$ cat config.mk
export PLATFORM = sky130hd
export DESIGN_NAME = reset_sequencer
export DESIGN_NICKNAME = d
export VERILOG_FILES = /design/src/rtl/reset_seq_pkg.sv /design/src/rtl/seq_timer.sv /design/src/rtl/reset_sequencer.sv
export SDC_FILE = /design/constraint.sdc
export NUM_CORES = 1
export LEC_CHECK = 0
export CAP_MARGIN = 20
export CORE_MARGIN = 2
export CORE_UTILIZATION = 65
export CTS_CLUSTER_DIAMETER = 150
export DETAILED_ROUTE_END_ITERATION = 8
export DONT_BUFFER_PORTS = 1
export HOLD_SLACK_MARGIN = 0.08
export PLACE_DENSITY = 0.86
export SETUP_SLACK_MARGIN = 0.15
export SLEW_MARGIN = 20
export SYNTH_ARGS = -nofsm -noshare
export SYNTH_HDL_FRONTEND = slang
export SYNTH_SLANG_ARGS = --single-unit
$ cat constraint.sdc
create_clock -name clk -period 5.6 [get_ports clk]
set_input_delay 1.12 -clock clk [delete_from_list [all_inputs] [get_ports clk]]
set_output_delay 1.12 -clock clk [all_outputs]
set_load 0.03 [all_outputs]
$ cat src/rtl/reset_seq_pkg.sv
// Shared state encoding and sizing helpers for the staged reset sequencer.
// The sizing helpers keep the counter and domain index widths consistent between files.
package reset_seq_pkg;

    typedef enum logic [1:0] {
        HOLD,
        WAIT,
        DONE,
        ERROR
    } seqState_t;

    // The counter is sized to hold the larger of the hold period and the init timeout.
    function automatic int counterWidth(input int holdCycles, input int timeoutCycles);
        int maxCycles;
        maxCycles = (holdCycles > timeoutCycles) ? holdCycles : timeoutCycles;
        return $clog2(maxCycles + 1);
    endfunction

    function automatic int indexWidth(input int numDomains);
        return (numDomains > 1) ? $clog2(numDomains) : 1;
    endfunction

endpackage

$ cat src/rtl/seq_timer.sv
// Saturating up-counter with clear, compared against a runtime limit.
// It is shared by the hold period and the per-domain init timeout.
module seq_timer
    import reset_seq_pkg::*;
#(
    parameter int WIDTH = 10
) (
    input  logic             clk,
    input  logic             rst,
    input  logic             i_clear,
    input  logic             i_enable,
    input  logic [WIDTH-1:0] i_limit,
    output logic             o_terminal
);

    logic [WIDTH-1:0] r_count;

    // Stops at the limit so the count can never wrap, even if the FSM lingers.
    always_ff @(posedge clk) begin
        if (rst) begin
            r_count <= '0;
        end else if (i_clear) begin
            r_count <= '0;
        end else if (i_enable && (r_count != i_limit)) begin
            r_count <= r_count + 1'b1;
        end
    end

    assign o_terminal = (r_count == i_limit);

endmodule

$ cat src/rtl/reset_sequencer.sv
// Staged reset controller: holds all domains in reset, then releases them one at a time,
// waiting for each domain's ready flag under a timeout; a soft-reset pulse restarts everything.
module reset_sequencer
    import reset_seq_pkg::*;
#(
    parameter  int NUM_DOMAINS  = 4,
    parameter  int RESET_CYCLES = 30,
    parameter  int INIT_TIMEOUT = 1023,
    localparam int IDX_W        = indexWidth(NUM_DOMAINS),
    localparam int CNT_W        = counterWidth(RESET_CYCLES, INIT_TIMEOUT)
) (
    input  logic                   clk,
    input  logic                   rst,
    input  logic                   softResetReq,
    input  logic [NUM_DOMAINS-1:0] domainReady,
    output logic [NUM_DOMAINS-1:0] domainRst,
    output logic                   allReady,
    output logic                   busy,
    output logic                   timeoutErr,
    output logic [IDX_W-1:0]       failedDomain
);

    localparam logic [CNT_W-1:0] HOLD_LIMIT = CNT_W'(RESET_CYCLES - 1);
    localparam logic [CNT_W-1:0] WAIT_LIMIT = CNT_W'(INIT_TIMEOUT - 1);
    localparam logic [IDX_W-1:0] LAST_IDX   = IDX_W'(NUM_DOMAINS - 1);

    seqState_t              r_state, w_nextState;
    logic [IDX_W-1:0]       r_idx, w_nextIdx;
    logic [NUM_DOMAINS-1:0] r_domainRst, w_nextDomainRst;
    logic                   r_allReady, w_nextAllReady;
    logic                   r_busy, w_nextBusy;
    logic                   r_timeoutErr, w_nextTimeoutErr;
    logic [IDX_W-1:0]       r_failedDomain, w_nextFailedDomain;

    logic                   w_timerClear;
    logic                   w_timerEnable;
    logic                   w_timerTerminal;
    logic [CNT_W-1:0]       w_timerLimit;
    logic                   w_idxReady;
    logic                   w_anyDrop;
    logic [IDX_W-1:0]       w_lowestDrop;

    assign w_timerLimit = (r_state == HOLD) ? HOLD_LIMIT : WAIT_LIMIT;
    assign w_anyDrop    = ~&domainReady;

    seq_timer #(
        .WIDTH(CNT_W)
    ) u_timer (
        .clk       (clk),
        .rst       (rst),
        .i_clear   (w_timerClear),
        .i_enable  (w_timerEnable),
        .i_limit   (w_timerLimit),
        .o_terminal(w_timerTerminal)
    );

    // Scanning downwards leaves the lowest dropped index as the final assignment.
    always_comb begin
        w_idxReady   = 1'b0;
        w_lowestDrop = '0;
        for (int i = NUM_DOMAINS - 1; i >= 0; i--) begin
            if (r_idx == IDX_W'(i)) begin
                w_idxReady = domainReady[i];
            end
            if (!domainReady[i]) begin
                w_lowestDrop = IDX_W'(i);
            end
        end
    end

    always_comb begin
        w_nextState   = r_state;
        w_timerClear  = 1'b0;
        w_timerEnable = 1'b0;
        if (softResetReq) begin
            w_nextState  = HOLD;
            w_timerClear = 1'b1;
        end else begin
            case (r_state)
                HOLD: begin
                    if (w_timerTerminal) begin
                        w_nextState  = WAIT;
                        w_timerClear = 1'b1;
                    end else begin
                        w_timerEnable = 1'b1;
                    end
                end
                WAIT: begin
                    if (w_idxReady) begin
                        w_timerClear = 1'b1;
                        if (r_idx == LAST_IDX) begin
                            w_nextState = DONE;
                        end
                    end else if (w_timerTerminal) begin
                        w_nextState  = ERROR;
                        w_timerClear = 1'b1;
                    end else begin
                        w_timerEnable = 1'b1;
                    end
                end
                DONE: begin
                    if (w_anyDrop) begin
                        w_nextState = ERROR;
                    end
                end
                ERROR: ;
                default: w_nextState = HOLD;
            endcase
        end
    end

    always_comb begin
        w_nextIdx          = r_idx;
        w_nextDomainRst    = r_domainRst;
        w_nextAllReady     = r_allReady;
        w_nextBusy         = r_busy;
        w_nextTimeoutErr   = r_timeoutErr;
        w_nextFailedDomain = r_failedDomain;
        if (softResetReq) begin
            w_nextIdx          = '0;
            w_nextDomainRst    = '1;
            w_nextAllReady     = 1'b0;
            w_nextBusy         = 1'b1;
            w_nextTimeoutErr   = 1'b0;
            w_nextFailedDomain = '0;
        end else begin
            case (r_state)
                HOLD: begin
                    if (w_timerTerminal) begin
                        w_nextIdx          = '0;
                        w_nextDomainRst[0] = 1'b0;
                    end
                end
                WAIT: begin
                    if (w_idxReady) begin
                        if (r_idx == LAST_IDX) begin
                            w_nextAllReady = 1'b1;
                            w_nextBusy     = 1'b0;
                        end else begin
                            w_nextIdx       = r_idx + 1'b1;
                            w_nextDomainRst = r_domainRst & ~(NUM_DOMAINS'(1) << (r_idx + 1'b1));
                        end
                    end else if (w_timerTerminal) begin
                        w_nextTimeoutErr   = 1'b1;
                        w_nextFailedDomain = r_idx;
                        w_nextBusy         = 1'b0;
                    end
                end
                DONE: begin
                    if (w_anyDrop) begin
                        w_nextAllReady     = 1'b0;
                        w_nextTimeoutErr   = 1'b1;
                        w_nextFailedDomain = w_lowestDrop;
                    end
                end
                default: ;
            endcase
        end
    end

    always_ff @(posedge clk) begin
        if (rst) begin
            r_state        <= HOLD;
            r_idx          <= '0;
            r_domainRst    <= '1;
            r_allReady     <= 1'b0;
            r_busy         <= 1'b1;
            r_timeoutErr   <= 1'b0;
            r_failedDomain <= '0;
        end else begin
            r_state        <= w_nextState;
            r_idx          <= w_nextIdx;
            r_domainRst    <= w_nextDomainRst;
            r_allReady     <= w_nextAllReady;
            r_busy         <= w_nextBusy;
            r_timeoutErr   <= w_nextTimeoutErr;
            r_failedDomain <= w_nextFailedDomain;
        end
    end

    assign domainRst    = r_domainRst;
    assign allReady     = r_allReady;
    assign busy         = r_busy;
    assign timeoutErr   = r_timeoutErr;
    assign failedDomain = r_failedDomain;

endmodule

== Yosys cells after proc, flatten, opt, wreduce, memory -nomap -nowiden ==
Index checks and enable logic that the tools add are counted.

* Register bits: 23
* Word-level logic and storage cells: 93

* Add/subtract/negate cells: 2
* Equality and inequality tests: 17
* Shift operators: 1
* Mux-type cells: 45
* Bitwise gates (word level): 3
* Reductions and logical operators: 16

{| class="wikitable"
|+ Operators by type and width
! operator !! number
|-
| 2-bit two-way mux || 15
|-
| 1-bit two-way mux || 21
|-
| 4-bit AND reduction || 4
|-
| 10-bit by 1-bit adder with 10-bit output (second input constant) || 1
|-
| 10-bit == test || 1
|-
| 10-bit two-way mux || 1
|-
| 10-bit inequality test || 1
|-
| 2-bit inequality test (second input constant) || 5
|-
| 1-bit case mux with 2 select lines || 5
|-
| 2-bit case mux with 2 select lines || 2
|-
| 2-bit == test (second input constant) || 3
|-
| 2-bit by 1-bit inequality test with 1-bit output (second input constant) || 3
|-
| 2-bit case mux with 3 select lines || 1
|-
| 3-bit AND reduction || 2
|-
| 2-bit nonzero test || 3
|-
| 5-bit AND reduction || 1
|-
| 4-bit bitwise AND || 1
|-
| 2-bit by 1-bit == test with 1-bit output (second input constant) || 2
|-
| 2-bit logical NOT || 2
|-
| 4-bit inverter || 1
|-
| 2-bit OR reduction || 2
|-
| 1-bit by 2-bit << shifter with 4-bit output (first input constant) || 1
|-
| 3-bit by 2-bit inequality test with 1-bit output (second input constant) || 1
|-
| 3-bit inequality test (second input constant) || 1
|-
| 4 further kinds || 4
|}

== Depth between registers and ports, before layout ==
* Depth in word-level cells: 9
* Depth in mapped cells: 9
* Depth with buffers taken out: 8

== Cells and area by module ==
From an unflattened synthesis, not the netlist that was laid out.

* Cell total of the unflattened synthesis: 185
* Area, all modules: 1569.0 um^2

{| class="wikitable"
|+ By module, submodules not included
! module !! instances !! cells an instance !! area an instance (um^2) !! sequential area each (um^2)
|-
| reset_sequencer || 1 || 112 || 944.7 || 260.2
|-
| seq_timer || 1 || 73 || 624.3 || 200.2
|}

== Least setup slack after synthesis ==
No wires, ideal clock.

* Path type: input -> register
* Start: input port domainReady[2]
* End: register r_state[0]
* Library setup time: 0.131 ns
* Data arrival time: 2.399 ns
* Required time: 5.469 ns
* Setup slack: 3.070 ns
* Stages on the path: 6
* Path through: a21oi_1 a221o_1 a31oi_4 o221ai_2 a2111oi_2 a211oi_1

* Word-level cells in the longest chain between the ends: 5

{| class="wikitable"
|+ RTL lines
! element !! line !! source
|-
| from (decl) || reset_sequencer.sv:15 || <nowiki>input logic [NUM_DOMAINS-1:0] domainReady,</nowiki>
|-
| 1-bit two-way mux (3 in a row) || reset_sequencer.sv:62 || <nowiki>if (r_idx == IDX_W'(i)) begin</nowiki>
|-
| 3-bit inequality test (no source line) (tied with other cells) || - ||
|-
| 5-bit AND reduction (no source line) or 2-bit case mux with 3 select lines (tied branches) || - ||
|-
| to (signal assigned) || reset_sequencer.sv:171 || <nowiki>r_state <= w_nextState;</nowiki>
|-
| to (decl) || reset_sequencer.sv:27 || <nowiki>seqState_t r_state, w_nextState;</nowiki>
|}

Parallel ways exist; a longest one is shown, timed or not.
A chain may end at the register's enable or synchronous reset.

== Worst setup path in the final report ==
* Start: register r_idx[0]
* End: register r_state[0]

* Word-level cells in the longest chain between the ends: 7

{| class="wikitable"
|+ RTL lines
! element !! line !! source
|-
| from (decl) || reset_sequencer.sv:28 || <nowiki>logic [IDX_W-1:0] r_idx, w_nextIdx;</nowiki>
|-
| from (signal assigned) || reset_sequencer.sv:172 || <nowiki>r_idx <= w_nextIdx;</nowiki>
|-
| 2-bit == test || reset_sequencer.sv:62, reset_sequencer.sv:91 ||
|-
| 1-bit two-way mux (4 in a row) || reset_sequencer.sv:62 ||
|-
| 3-bit inequality test (no source line) (tied with other cells) || - ||
|-
| 5-bit AND reduction (no source line) or 2-bit case mux with 3 select lines (tied branches) || - ||
|}

Parallel ways exist; a longest one is shown, timed or not.

==> impl_results.md <==
- Leakage: 0.4582 nW
- Fmax achieved: 424.1 MHz
- Unique cell type count in the Yosys netlist: 37
- CTS clock-pin slew for the worst setup and hold paths: 0.12 ns
- Antenna viol nets, final: 0
- Max-Cap Viols: 0
- Final setup viols: 0
- Core Region: 1922 µm²
- I/O pins: 16
- WL/cell: 13.78 µm
- Hold Path End: r_state[1]
- Clock power share: 30.7%
- Largest net degree at the start of global routing: 15
- Reg2reg setup slack: 3.24 ns
- Combinational cell fraction of total power: 3.9%
- CP max FO: 10
- CTS root buffer: clkbuf_4
- Die area: 2359 µm²
- Slowest stage cell, crit path: dfxtp_1
- Worst hold path class: flop to flop
- TritonCTS sink count: 23
- CTS tree: done
- Clock skew: 0.002602 ns
- Share of layout cells above drive strength 1: 7.143%
- Hold Crit Depth: 2
- Non-filler instance count after layout: 181
- Measured slew at the worst slew-check pin: 0.9750 ns
- DRT iter0 DRCs: 27
- Cell chain of the critical path: inv_1 -> ha_1 -> nand3b_1 -> a221o_1 -> a31oi_4 -> o221ai_2 -> a2111oi_2 -> a211oi_1
- N_diodes: 0
- Ys async rst share: 0%
- Worst path required time: 5.81 ns
- Fin. max-slew vios: 0
- Vias: 1080
- Sw Ratio: 23.01%
- Setup TNS: 0 ns
- DRC Markers: 0
- Final Cycle Share: 42.10%
- Synth Instances: 153
- Delay-heaviest family, CP: compound AO/OA/AOI/OAI gates
- Syn Nets: 168
- Yosys reg bits: 23
- I/O Buffers: 0
- Post-CTS Hold Buffers: 0
- Peak VDD IR: 148.1 µV
- Arrival @ worst endpoint: 2.56 ns
- Setup bufs post-CTS: 0
- Congestion Overflow GR: 0
- CP Class: flop to flop
- Number of synthesized flops with an enable pin: 0
- Initial antenna violation count: 0
- Drt first pass iters: 4
- RSZ-0062 raised after global routing: false
- P per Cell Area: 187.7 nW/µm²
- Chip height: 48.57 µm
- Inst Count DP: 177
- Cts repair resizes: 0
- Final nets: 170
- Final min period: 2.358 ns
- Post-DP HPWL: 1857 µm
- GRT Util Overall: 23.12%
- P_sw: 0.05793 mW
- Crit start category: flop
- First-pass GRT wire length: 4257 µm
- Final RePlAce weighted congestion: 0.8582
- Hold_ws: 0.5109 ns
- Mean Syn Cell Area: 8.439 µm²
- Vias in the first global route: 1010
- Yosys warns: 0
- Slew headroom: 34.76%
- Worst path max stage delay: 0.42 ns
- H-tree levels: 1
- Clock Tree Buf Depth: 2
- Area grow syn2layout: 3.876%
- Fin. Hold Viols: 0
- Drt via density: 5.967
- Flop pwr share: 65.5%
- CP Capture Type: flop
- Internal Power: 0.1938 mW
- Layout fillers: 165
- Worst r2r src: r_idx[0]
- Die W: 48.57 µm
- Total power: 0.2517 mW
- FF-to-FF End: r_state[0]
- Hold path startpoint: r_state[1]
- Status: finished, final reports clean
- Num CTS Buffers: 3
- Row cnt: 16
- Worst-Skew Late Latency: 0.31 ns
- R2R depth: 8
- Detailed Route WL: 2494 µm
- Ys flop type: dfxtp_1
- Sequential area share after synthesis: 35.66%
- Core Util, Final: 69.79%
- Buf/Inv on CP: 1
- Initial core utilization: 67.19%
- Mapped cell area: 1291 µm²
power groups by stage:
stage	Combinational, mW	Clock (mW)	Sequential [mW]
after floorplan	0.00781	0	0.168
after global placement	0.00925	0	0.168
after detailed placement	0.00958	0	0.168
after CTS	0.00964	0.0796	0.165
after global routing	0.0106	0.0855	0.165
final	0.00974	0.0772	0.165
cell usage after synthesis (4+ instances only):
| library cell | instances | area [µm²] |
|---|---|---|
| dfxtp_1 | 23 | 460.4 |
| ha_1 | 8 | 100.1 |
| inv_1 | 7 | 26.28 |
| mux2i_1 | 5 | 50.05 |
| nand2_1 | 26 | 97.59 |
| nand2b_1 | 4 | 25.02 |
| nand3_1 | 7 | 35.03 |
| nor2_1 | 15 | 56.30 |
| o21ai_0 | 6 | 30.03 |
| xnor2_1 | 6 | 52.55 |
cells by family after synthesis:
logic type               share of synthesized area, %
XOR/XNOR                                        4.070
AND/OR/NAND/NOR                                 28.78
multiplexers                                    3.876
AO/OA/AOI/OAI                                   16.96
flip-flops                                      35.66
adder cells (fa/ha/maj)                         7.752
buffers and inverters                           2.907
worst max path at each step:
| stage | start | endpoint | slack (ns) | depth (start not counted) |
|---|---|---|---|---|
| floorplan | domainReady[2] | r_state[0] | 3.07 | 6 |
| global placement | domainReady[2] | r_state[0] | 3.00 | 6 |
| detailed placement | softResetReq | u_timer.r_count[4] | 2.93 | 3 |
| CTS | r_idx[0] | r_state[0] | 3.25 | 8 |
| global route | r_idx[0] | r_state[0] | 3.09 | 8 |
| finish | r_idx[0] | r_state[0] | 3.24 | 8 |
state kept, by name, summed over array words and instances (netlist names):
signal,flops
r_idx,2
busy,1
failedDomain,2
domainRst,4
u_timer.r_count,10
r_state,2
allReady,1
timeoutErr,1
cell usage in the layout (no fill, tap or decap):
cell and instances:
nand2_1 26, dfxtp_1 23, nor2_1 15, ha_1 8
inv_1 7, nand3_1 7, xnor2_1 6, o21ai_0 6
mux2i_1 5, nand2b_1 4, a21oi_1 3, and3_1 3
a211oi_1 3, nor4b_1 3, nor3_1 3, o31ai_1 3
clkbuf_4 3, nor4_1 2, nand4_1 2, nand3b_1 2
a31oi_1 2, o31a_1 2, and4bb_2 1, nor4bb_1 1
a21oi_4 1, a221o_1 1, o22ai_1 1, a31oi_4 1
nor2b_1 1, or2_0 1, nor3b_1 1, and3_2 1
a21boi_0 1, and2_2 1, o221ai_2 1, a2111oi_2 1
o21a_1 1, clkinv_2 1
metal layers:
| layer | global-route usage (%) | wire, µm | vias up |
|---|---|---|---|
| li1 | - | - | 548 |
| met1 | 30.04 | 1186 | 499 |
| met2 | 35.88 | 1118 | 27 |
| met3 | 4.938 | 120 | 6 |
| met4 | 12.86 | 68 | 0 |
| met5 | 0 | 0 | - |
area by class of cell:
cell class	instances	area, µm²	share of cell area, %
Inverter	7	26.28	1.959
Multi-Input combinational cell	120	793.3	59.14
Sequential cell	23	460.4	34.33
Clock inverter	1	5.005	0.3731
Clock buffer	3	22.52	1.679
Tap cell	27	33.78	2.519
worst reg2reg max path: stages (launching register included):
cell and delay (ns):
dfxtp_1 0.42, inv_1 0.10, ha_1 0.23, nand3b_1 0.16
a221o_1 0.37, a31oi_4 0.35, o221ai_2 0.18, a2111oi_2 0.36
a211oi_1 0.08
metrics by stage:
stage                     instance area [µm²]  setup slack [ns]
after global placement                   1314             2.999
after CTS                                1341             3.253
after detailed placement                 1314             2.934
after floorplan                          1291             3.070
final                                    1341             3.242
after global routing                     1341             3.090
(Power assumes the default switching activity.)
